[config.mk]
export PLATFORM = sky130hd
export DESIGN_NAME = conv_sequencer_flat
export DESIGN_NICKNAME = d
export VERILOG_FILES = /design/src/rtl/conv_sequencer_if.sv /design/src/rtl/conv_sequencer.sv /design/src/flat_wrapper.sv
export SDC_FILE = /design/constraint.sdc
export NUM_CORES = 1
export LEC_CHECK = 0
export BUFFER_PORTS_ARGS = -buffer_cell sky130_fd_sc_hd__buf_2
export CAP_MARGIN = 5
export CORE_ASPECT_RATIO = 1.25
export CORE_MARGIN = 3
export CORE_UTILIZATION = 57
export CTS_CLUSTER_SIZE = 25
export DETAILED_ROUTE_END_ITERATION = 12
export GPL_ROUTABILITY_DRIVEN = 0
export PLACE_DENSITY = 0.79
export SYNTH_ARGS = -nofsm -noshare
export SYNTH_HDL_FRONTEND = slang
export SYNTH_SLANG_ARGS = --single-unit
export TNS_END_PERCENT = 30
[constraint.sdc]
create_clock -name clk -period 4.62 [get_ports clk]
set_input_delay 0.231 -clock clk [delete_from_list [all_inputs] [get_ports clk]]
set_output_delay 0.231 -clock clk [all_outputs]
set_load 0.02 [all_outputs]
[src/rtl/conv_sequencer_if.sv]
// conv_sequencer_if
//   Bundles the controller-facing signals of the convolution sequencer.
//   master : controller side, drives en/state/config, observes flags/addresses.
//   slave  : sequencer side, consumes en/state/config, drives flags/addresses.
//   Inputs to the sequencer : en, state, cfg_we, cfg_taps, cfg_stages, cfg_vectors
//   Outputs of the sequencer: vector_pass, last_stage, last_vector, coef_addr,
//                             data_addr, mac_init, mac_acc, frame_start
interface conv_sequencer_if #(
  parameter int ADDR_W  = 8,
  parameter int TAP_W   = 6,
  parameter int STAGE_W = 3,
  parameter int VEC_W   = 4
);
  logic               en;
  logic [2:0]         state;
  logic               cfg_we;
  logic [TAP_W-1:0]   cfg_taps;
  logic [STAGE_W-1:0] cfg_stages;
  logic [VEC_W-1:0]   cfg_vectors;
  logic               vector_pass;
  logic               last_stage;
  logic               last_vector;
  logic [ADDR_W-1:0]  coef_addr;
  logic [ADDR_W-1:0]  data_addr;
  logic               mac_init;
  logic               mac_acc;
  logic               frame_start;

  modport master (
    output en, state, cfg_we, cfg_taps, cfg_stages, cfg_vectors,
    input  vector_pass, last_stage, last_vector, coef_addr, data_addr,
           mac_init, mac_acc, frame_start
  );

  modport slave (
    input  en, state, cfg_we, cfg_taps, cfg_stages, cfg_vectors,
    output vector_pass, last_stage, last_vector, coef_addr, data_addr,
           mac_init, mac_acc, frame_start
  );
endinterface

[src/rtl/conv_sequencer.sv]
// conv_sequencer
//   Address/flag sequencer for the upsampler MAC datapath. Counts taps within
//   a vector, walks the stage/vector allocation list, generates coefficient and
//   sample-history RAM addresses and MAC strobes, and holds a shadow copy of
//   the filter configuration that only changes at frame boundaries.
//   Ports:
//     clk, rst : clock, asynchronous active-high reset
//     bus      : conv_sequencer_if.slave (controller state/config in, flags out)
module conv_sequencer #(
  parameter int ADDR_W  = 8,
  parameter int TAP_W   = 6,
  parameter int STAGE_W = 3,
  parameter int VEC_W   = 4
) (
  input  logic                 clk,
  input  logic                 rst,
  conv_sequencer_if.slave      bus
);

  localparam logic [2:0] S_ALLOC = 3'd0;
  localparam logic [2:0] S_INIT  = 3'd1;
  localparam logic [2:0] S_CONV  = 3'd2;
  localparam logic [2:0] S_LDIN  = 3'd6;
  localparam logic [2:0] S_PCINC = 3'd7;

  logic [TAP_W-1:0]   tap_cnt_q,   tap_cnt_d;
  logic [STAGE_W-1:0] stage_cnt_q, stage_cnt_d;
  logic [VEC_W-1:0]   vec_cnt_q,   vec_cnt_d;
  logic [ADDR_W-1:0]  coef_base_q, coef_base_d;
  logic [ADDR_W-1:0]  data_ptr_q,  data_ptr_d;
  logic [TAP_W-1:0]   taps_q,      taps_d;
  logic [STAGE_W-1:0] stages_q,    stages_d;
  logic [VEC_W-1:0]   vecs_q,      vecs_d;

  logic              frame_start;
  logic [ADDR_W-1:0] tap_ext;
  logic [ADDR_W-1:0] vec_stride;

  assign frame_start = (bus.state == S_ALLOC) && (stage_cnt_q == '0) && (vec_cnt_q == '0);
  assign tap_ext     = ADDR_W'(tap_cnt_q);
  // Each stage/vector slot owns taps_r+1 consecutive coefficients.
  assign vec_stride  = ADDR_W'(taps_q) + ADDR_W'(1);

  always_comb begin
    tap_cnt_d   = tap_cnt_q;
    stage_cnt_d = stage_cnt_q;
    vec_cnt_d   = vec_cnt_q;
    coef_base_d = coef_base_q;
    data_ptr_d  = data_ptr_q;
    taps_d      = taps_q;
    stages_d    = stages_q;
    vecs_d      = vecs_q;
    if (bus.en) begin
      case (bus.state)
        S_ALLOC: begin
          if (frame_start && bus.cfg_we) begin
            taps_d   = bus.cfg_taps;
            stages_d = bus.cfg_stages;
            vecs_d   = bus.cfg_vectors;
          end
        end
        S_INIT: tap_cnt_d = '0;
        // Saturate at the last tap so an FSM that lingers cannot wrap the address.
        S_CONV: if (tap_cnt_q != taps_q) tap_cnt_d = tap_cnt_q + TAP_W'(1);
        S_LDIN: data_ptr_d = data_ptr_q + ADDR_W'(1);
        S_PCINC: begin
          if (stage_cnt_q != stages_q) begin
            stage_cnt_d = stage_cnt_q + STAGE_W'(1);
            coef_base_d = coef_base_q + vec_stride;
          end else if (vec_cnt_q != vecs_q) begin
            stage_cnt_d = '0;
            vec_cnt_d   = vec_cnt_q + VEC_W'(1);
            coef_base_d = coef_base_q + vec_stride;
          end else begin
            stage_cnt_d = '0;
            vec_cnt_d   = '0;
            coef_base_d = '0;
          end
        end
        default: ;
      endcase
    end
  end

  always_ff @(posedge clk or posedge rst) begin
    if (rst) begin
      tap_cnt_q   <= '0;
      stage_cnt_q <= '0;
      vec_cnt_q   <= '0;
      coef_base_q <= '0;
      data_ptr_q  <= '0;
      taps_q      <= '0;
      stages_q    <= '0;
      vecs_q      <= '0;
    end else begin
      tap_cnt_q   <= tap_cnt_d;
      stage_cnt_q <= stage_cnt_d;
      vec_cnt_q   <= vec_cnt_d;
      coef_base_q <= coef_base_d;
      data_ptr_q  <= data_ptr_d;
      taps_q      <= taps_d;
      stages_q    <= stages_d;
      vecs_q      <= vecs_d;
    end
  end

  assign bus.vector_pass = (bus.state == S_CONV) && (tap_cnt_q == taps_q);
  assign bus.last_stage  = (stage_cnt_q == stages_q);
  assign bus.last_vector = (vec_cnt_q == vecs_q);
  assign bus.coef_addr   = coef_base_q + tap_ext;
  // History is read newest-first, so later taps reach further back.
  assign bus.data_addr   = data_ptr_q - tap_ext;
  assign bus.mac_init    = bus.en && (bus.state == S_INIT);
  assign bus.mac_acc     = bus.en && (bus.state == S_CONV);
  assign bus.frame_start = frame_start;

endmodule

[src/flat_wrapper.sv]
// flat-port wrapper written by rule: the top's interface ports become plain ports
module conv_sequencer_flat 
#(
  parameter int ADDR_W  = 8,
  parameter int TAP_W   = 6,
  parameter int STAGE_W = 3,
  parameter int VEC_W   = 4
)
  (clk, rst, bus_en, bus_state, bus_cfg_we, bus_cfg_taps, bus_cfg_stages, bus_cfg_vectors, bus_vector_pass, bus_last_stage, bus_last_vector, bus_coef_addr, bus_data_addr, bus_mac_init, bus_mac_acc, bus_frame_start);
  conv_sequencer_if #(.ADDR_W(ADDR_W), .TAP_W(TAP_W), .STAGE_W(STAGE_W), .VEC_W(VEC_W)) bus_i ();
  input  logic clk;
  input  logic rst;
  input wire logic [$bits(bus_i.en)-1:0] bus_en;
  input wire logic [$bits(bus_i.state)-1:0] bus_state;
  input wire logic [$bits(bus_i.cfg_we)-1:0] bus_cfg_we;
  input wire logic [$bits(bus_i.cfg_taps)-1:0] bus_cfg_taps;
  input wire logic [$bits(bus_i.cfg_stages)-1:0] bus_cfg_stages;
  input wire logic [$bits(bus_i.cfg_vectors)-1:0] bus_cfg_vectors;
  output wire logic [$bits(bus_i.vector_pass)-1:0] bus_vector_pass;
  output wire logic [$bits(bus_i.last_stage)-1:0] bus_last_stage;
  output wire logic [$bits(bus_i.last_vector)-1:0] bus_last_vector;
  output wire logic [$bits(bus_i.coef_addr)-1:0] bus_coef_addr;
  output wire logic [$bits(bus_i.data_addr)-1:0] bus_data_addr;
  output wire logic [$bits(bus_i.mac_init)-1:0] bus_mac_init;
  output wire logic [$bits(bus_i.mac_acc)-1:0] bus_mac_acc;
  output wire logic [$bits(bus_i.frame_start)-1:0] bus_frame_start;
  assign bus_i.en = bus_en;
  assign bus_i.state = bus_state;
  assign bus_i.cfg_we = bus_cfg_we;
  assign bus_i.cfg_taps = bus_cfg_taps;
  assign bus_i.cfg_stages = bus_cfg_stages;
  assign bus_i.cfg_vectors = bus_cfg_vectors;
  assign bus_vector_pass = bus_i.vector_pass;
  assign bus_last_stage = bus_i.last_stage;
  assign bus_last_vector = bus_i.last_vector;
  assign bus_coef_addr = bus_i.coef_addr;
  assign bus_data_addr = bus_i.data_addr;
  assign bus_mac_init = bus_i.mac_init;
  assign bus_mac_acc = bus_i.mac_acc;
  assign bus_frame_start = bus_i.frame_start;
  conv_sequencer #(.ADDR_W(ADDR_W), .TAP_W(TAP_W), .STAGE_W(STAGE_W), .VEC_W(VEC_W)) u_core (.clk(clk), .rst(rst), .bus(bus_i));
endmodule
After elaboration in Yosys (flattened, before gate mapping) --
Index checks and enable logic that the tools add are counted.
Word-level totals: latch bits 0, RAM bits 0, memories kept 0, memory bits (read-only) 0, flip-flop bits (word level) 42
Cells by class: reduce and logical (&&, ||, !) cells 15, $mul 0, $lt $le $gt $ge 0, shifts and indexed selects 0, equal/unequal tests 11, div/mod/pow operators 0, add/subtract/negate cells 8, bitwise operators 1, muxes and demuxes 6
Operators by type and width (count):
- 2-to-1 mux 8 bit | 2
- case mux 6 bit (2 select lines) | 1
- AND reduction 3 bit | 3
- adder 8 x 1 -> 8 bit (second input constant) | 1
- adder 8 x 6 -> 8 bit | 1
- adder 8 bit | 1
- subtractor 8 x 6 -> 8 bit | 1
- adder 6 x 1 -> 7 bit (second input constant) | 1
- adder 6 x 1 -> 6 bit (second input constant) | 1
- == test 3 bit (second input constant) | 2
- == test 6 bit | 1
- logical AND 1 bit | 6
- logical NOT 3 bit | 2
- 2-to-1 mux 6 bit | 1
- inequality test 6 bit | 1
- adder 4 x 1 -> 4 bit (second input constant) | 1
- == test 4 bit | 1
- logical NOT 4 bit | 1
- 2-to-1 mux 4 bit | 1
- inequality test 4 bit | 1
- AND reduction 2 bit | 2
- adder 3 x 1 -> 3 bit (second input constant) | 1
- == test 3 x 1 -> 1 bit (second input constant) | 1
- == test 3 x 2 -> 1 bit (second input constant) | 1
- other kinds (6) | 6

Longest topological paths before layout --
Gate-level depths: netlist of the first run.
depth in word-level cells 5, mapped depth 9, gate-level depth less buffers 9

Least setup slack after synthesis of the first run --
OpenSTA, ideal clock, no wires.
path kind register to output, start register u_core.tap_cnt_q[1], end output bus_data_addr[7], slack 2.313 ns, required time 4.389 ns, cell stages (with the launch flop) 8, path buffers 0, arrival time 2.076 ns, cells stage by stage dfrtp_1 -> inv_1 -> ha_1 -> nor2b_1 -> o31a_1 -> or2_2 -> a31o_2 -> xnor2_1
On the way: cells in the longest elaborated chain, start to end 1
RTL lines:
- start: declaration | line conv_sequencer.sv:26 | logic [TAP_W-1:0] tap_cnt_q, tap_cnt_d;
- start signal: assignment | line conv_sequencer.sv:96 | tap_cnt_q <= tap_cnt_d;
- subtractor 8 x 6 -> 8 bit | line conv_sequencer.sv:112 | assign bus.data_addr = data_ptr_q - tap_ext;
- end: declaration | line flat_wrapper.sv:23 | output wire logic [$bits(bus_i.data_addr)-1:0] bus_data_addr;
Every way passes these cells.

Final worst setup path of the first run --
start register u_core.tap_cnt_q[0], end output bus_coef_addr[6]
On the way: cells in the longest elaborated chain, start to end 1
RTL lines:
- adder 8 x 6 -> 8 bit | line conv_sequencer.sv:110 | assign bus.coef_addr = coef_base_q + tap_ext;
- end: declaration | line flat_wrapper.sv:22 | output wire logic [$bits(bus_i.coef_addr)-1:0] bus_coef_addr;
Every way passes these cells.

==> results summary, run 1 <==
The flow ran to the end, and the final reports show no timing, DRC or antenna violations. The overall routed net length is 6.32 mm. The proportion of layout cells with a drive suffix above 1 came out at 0.213. The clock period minus final worst setup slack came out at roughly 2.8 ns. The number of hold violations in the final report came out at 0. The filler cell count in the final layout came out at 407. The number of enable flip-flop cells after synthesis came out at 0. After clock tree synthesis, the repair step resized 0 gates. The worst min-delay path category is in -> async. Setup repair after global routing left no endpoint under its margin. Entering global routing, the biggest net connects between 40 and 50 pins.

The flop-to-flop setup slack is around 2.3 ns. The startpoint of the worst register-to-register path is u_core.taps_q[0]$_DFFE_PP0P_. The cell leakage power is 1.64 nW. The first routing iteration left 121 violations. The source-to-sink clock delay at the later pin of the worst-skew pair is 0.29 ns.

The core area came out at 5120 sq um. The root cell of the clock tree is sky130_fd_sc_hd__clkbuf_8. The number of antenna violations at the first check in global routing is 0.

The number of warnings reported in the yosys synthesis log is 0. Tracing the worst setup path back leads to its startpoint at u_core.tap_cnt_q[0]$_DFFE_PP0P_. The final worst-path cycle share is 0.608. Clock tree synthesis inserted a total of 5 buffers. Leaving out fill and tap cells, the most frequent cells in the layout are sky130_fd_sc_hd__dfrtp_1 (42), sky130_fd_sc_hd__buf_2 (41), sky130_fd_sc_hd__inv_1 (27), sky130_fd_sc_hd__ha_1 (27), sky130_fd_sc_hd__o21ai_0 (22).

The smallest hold slack is 0.0585 ns. The critical path class is reg -> out. After synthesis, the mean cell area works out to 9.81 sq um.

The worst setup path is launched from a flip-flop. In this run, post-CTS hold repair placed 0 buffers. The layout-stage area growth over the synthesis result came out at 11.5%. The detailed-placement wirelength estimate came out at ~4.9 mm. The number of buffers inserted by port buffering came out at 41. The first global-routing pass estimated 10.6 mm of wire. The final route contains around 2400 vias. Among all flip-flop cells after synthesis, the most frequent one is sky130_fd_sc_hd__dfrtp_1. Static timing analysis puts the maximum clock frequency at 0.356 GHz. The worst-margin pin slew is 0.532 ns. The share of the Yosys chip area taken by registers is 0.348. The floorplan has 29 rows. STA classifies the critical path endpoint as an output pin. Along the worst path, the maximum fanout reaches 7. The die width came out at just over 70 um. The area taken by flip-flops and latches came out at 1050 sq um. The critical path ends at bus_coef_addr[6].

The number of global-route vias before repair came out at 2296. Setup violations remaining at the end of the flow were counted as 0. The post-CTS setup buffer count is 0. The per-cell via count in the routed design is 5.78.

The net total in the final layout came out at 401. The chip height is 87.4 um. TritonCTS built the clock tree. The total die area is 6220 sq um. The destination of the worst register-to-register timing path is u_core.coef_base_q[7]$_DFFE_PP0P_. The clock passes through at most 2 buffers. Clock-pin slew was measured on the worst setup and hold paths at 0.08 ns.

The overall routing resource usage is 0.215. The total nets after synthesis is between 300 and 400. The final count of pins violating max slew was 0. The starting density of the core came out at 0.591. The area of the multi-input gates came out at 1830 sq um. The data arrival time of the worst path came out at 2.58 ns. The distinct cell type count after synthesis came out at 61. The gate count after technology mapping came out at between 300 and 400. The number of antenna diodes in the final layout is 0. Of all flip-flops after synthesis, the portion carrying an async set or reset was 1.00.

The worst path meets setup with 1.81 ns of slack. The worst clock skew came out at 0.00662 ns. After detailed routing, the average wire length per cell comes to 15.3 um. After synthesis the cells add up to about 3000 sq um. The utilization after layout came out at 0.659. The total number of H-tree levels is 2.

The required time at the endpoint of the critical path is 4.39 ns. Leaving out fill and tap cells, the most frequent cell in the layout is sky130_fd_sc_hd__dfrtp_1. Prior to clock tree synthesis, the placed netlist has a worst setup slack of 2.17 ns. The first-pass detailed-route iteration total came out at 4.

IR analysis of the VDD net gives a maximum drop of 0.458 mV. The worst-case reg-to-reg path depth is 7. The total power per unit cell area is roughly 560 nW/um^2.

The count of pins on the block boundary is between 40 and 50. The number of routed nets with antenna violations is 0. The number of remaining DRC errors came out at 0.

The accumulated negative setup slack is 0 ns. Synthesis inferred 42 register bits. The count of max-cap constraint violations is 0. The worst pin sits at a relative slew slack of 0.645.

The sum of overflow across all layers after global routing came out at 0. The clock net in this run drives a total of 42 sinks.
sequential cells by signal, indices dropped and copies added (netlist names):
name,cells
u_core.coef_base_q,8
u_core.data_ptr_q,8
u_core.stage_cnt_q,3
u_core.stages_q,3
u_core.tap_cnt_q,6
u_core.taps_q,6
u_core.vec_cnt_q,4
u_core.vecs_q,4
cells in the mapped netlist (3+ instances only):
master	n	area [sq um]
sky130_fd_sc_hd__and3_1	3	18.8
sky130_fd_sc_hd__inv_1	27	101
sky130_fd_sc_hd__xor2_1	12	105
sky130_fd_sc_hd__a21oi_1	11	55.1
sky130_fd_sc_hd__ha_1	27	338
sky130_fd_sc_hd__nor2_1	14	52.6
sky130_fd_sc_hd__o31ai_1	3	22.5
sky130_fd_sc_hd__nor2b_1	5	31.3
sky130_fd_sc_hd__nor3_1	7	35.0
sky130_fd_sc_hd__nand2_1	20	75.1
sky130_fd_sc_hd__mux2_4	10	150
sky130_fd_sc_hd__nand3_1	7	35.0
sky130_fd_sc_hd__dfrtp_1	42	1050
sky130_fd_sc_hd__o21a_1	6	45.0
sky130_fd_sc_hd__xnor2_1	20	175
sky130_fd_sc_hd__o21ai_0	22	110
sky130_fd_sc_hd__fa_1	3	60.1
sky130_fd_sc_hd__mux2_2	4	45.0
sky130_fd_sc_hd__nand4_1	6	37.5
sky130_fd_sc_hd__or3_1	4	25.0
sky130_fd_sc_hd__a211oi_1	3	22.5
sky130_fd_sc_hd__nand2b_1	5	31.3
metrics by stage:
| stage | cells | total power (W) | cell area (sq um) |
|---|---|---|---|
| floorplan | 308 | 0.00137 | 3020 |
| global placement | 406 | 0.00161 | 3270 |
| detailed placement | 406 | 0.00164 | 3270 |
| CTS | 414 | 0.00190 | 3370 |
| global route | 414 | 0.00204 | 3370 |
| finish | 414 | 0.00189 | 3370 |
where the power goes:
group | leakage [nW] | switching [W] | internal [W] | total, W
sequential | 0.554 | 0.000135 | 0.000473 | 0.000608
combinational | 1.04 | 0.000568 | 0.000458 | 0.00103
clock | 0.0472 | 0.000131 | 0.000120 | 0.000251
layer usage:
metal  GRT usage  share of wire  up-vias  wire length (um)
met1       0.261           0.43     1158              2750
met4      0.0650          0.017        0               107
li1            -              -     1180                 -
met5           0              0        -                 0
met2       0.386           0.52       44              3270
met3      0.0370          0.031       10               198
layout make-up:
| type | instances | share of cell area |
|---|---|---|
| Multi-Input combinational cell | 233 | 0.544 |
| Tap cell | 62 | 0.0230 |
| Clock inverter | 2 | 0.00371 |
| Sequential cell | 42 | 0.312 |
| Timing Repair Buffer | 42 | 0.0631 |
| Clock buffer | 6 | 0.0245 |
| Inverter | 27 | 0.0301 |
critical path: stages (launching register included):
cell and delay (ns):
sky130_fd_sc_hd__dfrtp_1 0.48, sky130_fd_sc_hd__ha_1 0.21, sky130_fd_sc_hd__inv_1 0.05, sky130_fd_sc_hd__fa_1 0.39, sky130_fd_sc_hd__nor2b_1 0.14, sky130_fd_sc_hd__o21ai_0 0.11
sky130_fd_sc_hd__a21boi_0 0.34, sky130_fd_sc_hd__nor4_1 0.08, sky130_fd_sc_hd__a311o_1 0.31, sky130_fd_sc_hd__buf_2 0.16
worst min-delay path by stage:
stage                 startpoint                        endpoint  slack [ns]  depth (start not counted)
2_1_floorplan  bus_cfg_stages[0]  u_core.stages_q[0]$_DFFE_PP0P_        0.38                          1
3_3_place_gp                 rst  u_core.stages_q[1]$_DFFE_PP0P_        0.39                          3
3_5_place_dp                 rst  u_core.stages_q[1]$_DFFE_PP0P_        0.40                          3
4_1_cts                      rst    u_core.taps_q[4]$_DFFE_PP0P_        0.08                          3
5_1_grt                      rst    u_core.taps_q[4]$_DFFE_PP0P_        0.09                          3
6_report                     rst  u_core.stages_q[1]$_DFFE_PP0P_        0.06                          3
kinds of logic after synthesis:
family                   count (synthesis)  synth area share
AND/OR/NAND/NOR                         89             0.170
AO/OA/AOI/OAI                           67             0.144
flip-flops                              42             0.348
buffers and inverters                   33            0.0464
XOR/XNOR                                32            0.0927
adder cells (fa/ha/maj)                 30             0.132
multiplexers                            15            0.0679
Power figures use the tool's default switching activity.
==> run 2, diff against run 1 <==
clock period = 2.9 ns   (was 4.62 ns; I/O delays follow)
==> results summary, run 2 (synthesized netlist as in run 1, its figures left out) <==
The total net switching power came out at about 0.0013 W. In the layout the commonest cells are sky130_fd_sc_hd__dfrtp_1 (42), sky130_fd_sc_hd__buf_2 (41), sky130_fd_sc_hd__inv_1 (27), sky130_fd_sc_hd__ha_1 (27), sky130_fd_sc_hd__o21ai_0 (22). The internal power summed over all cells is 0.00183 W. Clock skew on the completed layout was measured at 0.00805 ns. For the worst setup path, the data arrival time is roughly 2.5 ns. The total clock sinks came out at 42.

The required time at the endpoint of the critical path came out at 2.76 ns. The detailed-placement wirelength estimate is 4.84 mm. The clock tree from TritonCTS is built.

The final count of pins violating max slew is 0. The total number of H-tree levels is 2. The filler cell count in the final layout is ~380. The top cell family by delay on the critical path is compound AO/OA/AOI/OAI gates. Input and output buffers added on the ports amount to 41. For this block, the routed nets add up to 6.37 mm of wire. The accumulated negative setup slack came out at 0 ns.

The number of global-route vias before repair is 2278. The post-CTS setup buffer count is 0. met2 is the most crowded layer. The global-route wire length before repair is 10.6 mm.

The area taken by flip-flops and latches came out at 1050 sq um. The sum of overflow across all layers after global routing is 0. From bottom edge to top edge, the die measures 87.4 um. The clock period minus final worst setup slack came out at 2.69 ns. After detailed routing, the average wire length per cell comes to 15.3 um. Timing would allow up to roughly 0.37 GHz. The number of routed nets with antenna violations is 0.

The combinational power share is 0.516. The proportion of power drawn by the clock network came out at 0.179. After floorplanning, the core was sized to cover between 5000 and 6000 sq um.

The number of DRC violations after detailed-routing iteration 0 came out at 140. The source-to-sink clock delay at the later pin of the worst-skew pair came out at 0.30 ns. Clock-pin slew was measured on the worst setup and hold paths at 0.09 ns.

The sequential group share of total power came out at 0.306. The number of inserted diodes came out at 0. The first detailed-routing pass ran for 4 iterations. Setup repair after global routing left no endpoint under its margin.

The peak fanout along the critical path is 7. The largest registers in the layout are u_core.coef_base_q (8), u_core.data_ptr_q (8). The startpoint type of the worst setup path is a flip-flop. Headroom to the max-slew limit came out at 0.717.

The net total in the final layout came out at 403. The total power per unit cell area came out at roughly 920 nW/um^2. In the global route stage, met3 resource usage came out at 0.0346.

The buffers plus inverters on the worst setup path is 2. The number of remaining DRC errors came out at 0. The proportion of layout cells with a drive suffix above 1 is 0.215.

The global-route met1 utilization is 0.280. The number of antenna violations at the first check in global routing came out at 0. Traced cell by cell, the critical path runs through ha_1, inv_1, fa_1, nor2b_1, o21ai_0, a21boi_1, nor4_1, a311o_1, buf_2.

Entering global routing, the biggest net connects 21 pins. The number of buffers inserted during clock tree synthesis is 5. The most frequent standard cell in the layout excluding fill and tap cells is sky130_fd_sc_hd__dfrtp_1.

Using the TritonRoute via totals, the vias-per-cell ratio works out to 5.76. The worst min-delay path category is in -> reg. In this run the count of I/O pins placed on the die edge is 42. The area of the multi-input gates came out at 1830 sq um. The met2 capacity usage during global routing came out at 0.363. The worst setup path is captured at an output pin. Setup violations remaining at the end of the flow were counted as 0.

In this run the horizontal extent of the chip is around 71 um. The master of the slowest instance on the critical path is sky130_fd_sc_hd__dfrtp_1. The die covers just over 6000 sq um. Of the total power, the share spent switching nets is 0.422. The number of hold violations in the final report came out at 0. The layout-stage area growth over the synthesis result came out at 13.5%. The overall routing resource usage came out at 0.218. In this design, the stage delay of the slowest critical-path cell is approximately 0.50 ns. The cell leakage power is 1.67 nW.

The critical path class is reg -> out. The starting density of the core came out at 0.591. The final worst-path cycle share came out at 0.927. The maximum ir drop on the vdd rail is around 0.66 mV. The number of rows in the core area is 29.

Measured on the finished design, the core utilization comes to 0.670. The count of max-cap constraint violations came out at 0. CTS placed an instance of sky130_fd_sc_hd__clkbuf_8 at the clock tree root. The deepest clock path buffer count came out at 2. The flow ran to the end, and the final reports show no timing, DRC or antenna violations. The worst-margin pin slew is 0.413 ns. For this block, the via count after detailed routing is about 2400.
[run 2: changes by cell type in the layout (fill, tap and decap cells not counted)]
cell and delta:
sky130_fd_sc_hd__clkinv_4 +1, sky130_fd_sc_hd__clkbuf_8 -1, sky130_fd_sc_hd__buf_4 +1, sky130_fd_sc_hd__clkinvlp_4 -1, sky130_fd_sc_hd__dlygate4sd3_1 +1, sky130_fd_sc_hd__a21boi_0 -1
sky130_fd_sc_hd__bufinv_16 +2, sky130_fd_sc_hd__clkinv_2 -1, sky130_fd_sc_hd__a21boi_1 +1
[run 2: metal layers]
layer  wire [um]  part of all wire  vias to the layer above
li1            -                 -                     1187
met1        2830              0.44                     1137
met2        3130              0.49                       59
met3         233             0.037                       15
met4         176             0.028                        0
met5           0                 0                        -
[run 2: area by class of cell]
cell class,count,share of cell area
Clock inverter,3,0.0201
Tap cell,62,0.0226
Sequential cell,42,0.306
Inverter,27,0.0296
Multi-Input combinational cell,233,0.534
Clock buffer,5,0.0201
Timing Repair Buffer,44,0.0671
[run 2: final timing paths]
path	start	endpoint	slack [ns]	cells past startpoint
max	u_core.tap_cnt_q[0]$_DFFE_PP0P_	bus_coef_addr[6]	0.21	9
min	bus_cfg_taps[4]	u_core.taps_q[4]$_DFFE_PP0P_	0.07	2
max in group asynchronous	rst	u_core.coef_base_q[3]$_DFFE_PP0P_	2.00	4
max reg2reg	u_core.taps_q[0]$_DFFE_PP0P_	u_core.coef_base_q[7]$_DFFE_PP0P_	0.60	7
min reg2reg	u_core.data_ptr_q[7]$_DFFE_PP0P_	u_core.data_ptr_q[7]$_DFFE_PP0P_	0.50	1
min in group asynchronous	rst	u_core.taps_q[4]$_DFFE_PP0P_	0.33	3
[run 2: per-stage QoR]
| step | hold WS, ns | std cells | instance area, sq um | total power, W | setup slack (ns) |
|---|---|---|---|---|---|
| 3_3_place_gp | 0.0890 | 407 | 3280 | 0.00256 | 0.589 |
| 3_5_place_dp | 0.0988 | 407 | 3280 | 0.00261 | 0.516 |
| 6_report | 0.0656 | 416 | 3430 | 0.00316 | 0.213 |
| 2_1_floorplan | 0.294 | 308 | 3020 | 0.00219 | 0.679 |
| 4_1_cts | 0.0592 | 416 | 3430 | 0.00319 | 0.129 |
| 5_1_grt | 0.0562 | 416 | 3430 | 0.00341 | 0.0589 |
[run 2: power by group through the flow]
stage / Sequential (W) / Clock, W / Combinational (W)
2_1_floorplan: 0.000912 / 0 / 0.00128
3_3_place_gp: 0.000969 / 0 / 0.00160
3_5_place_dp: 0.000977 / 0 / 0.00163
4_1_cts: 0.000967 / 0.000576 / 0.00165
5_1_grt: 0.000996 / 0.000599 / 0.00181
6_report: 0.000967 / 0.000565 / 0.00163
[run 2: timing repair]
action                                  4_1_cts  5_1_grt
resized for setup                             0        1
endpoints found under the setup margin        0        1
endpoints found under the hold margin         6        0
hold buffers                                  1        0
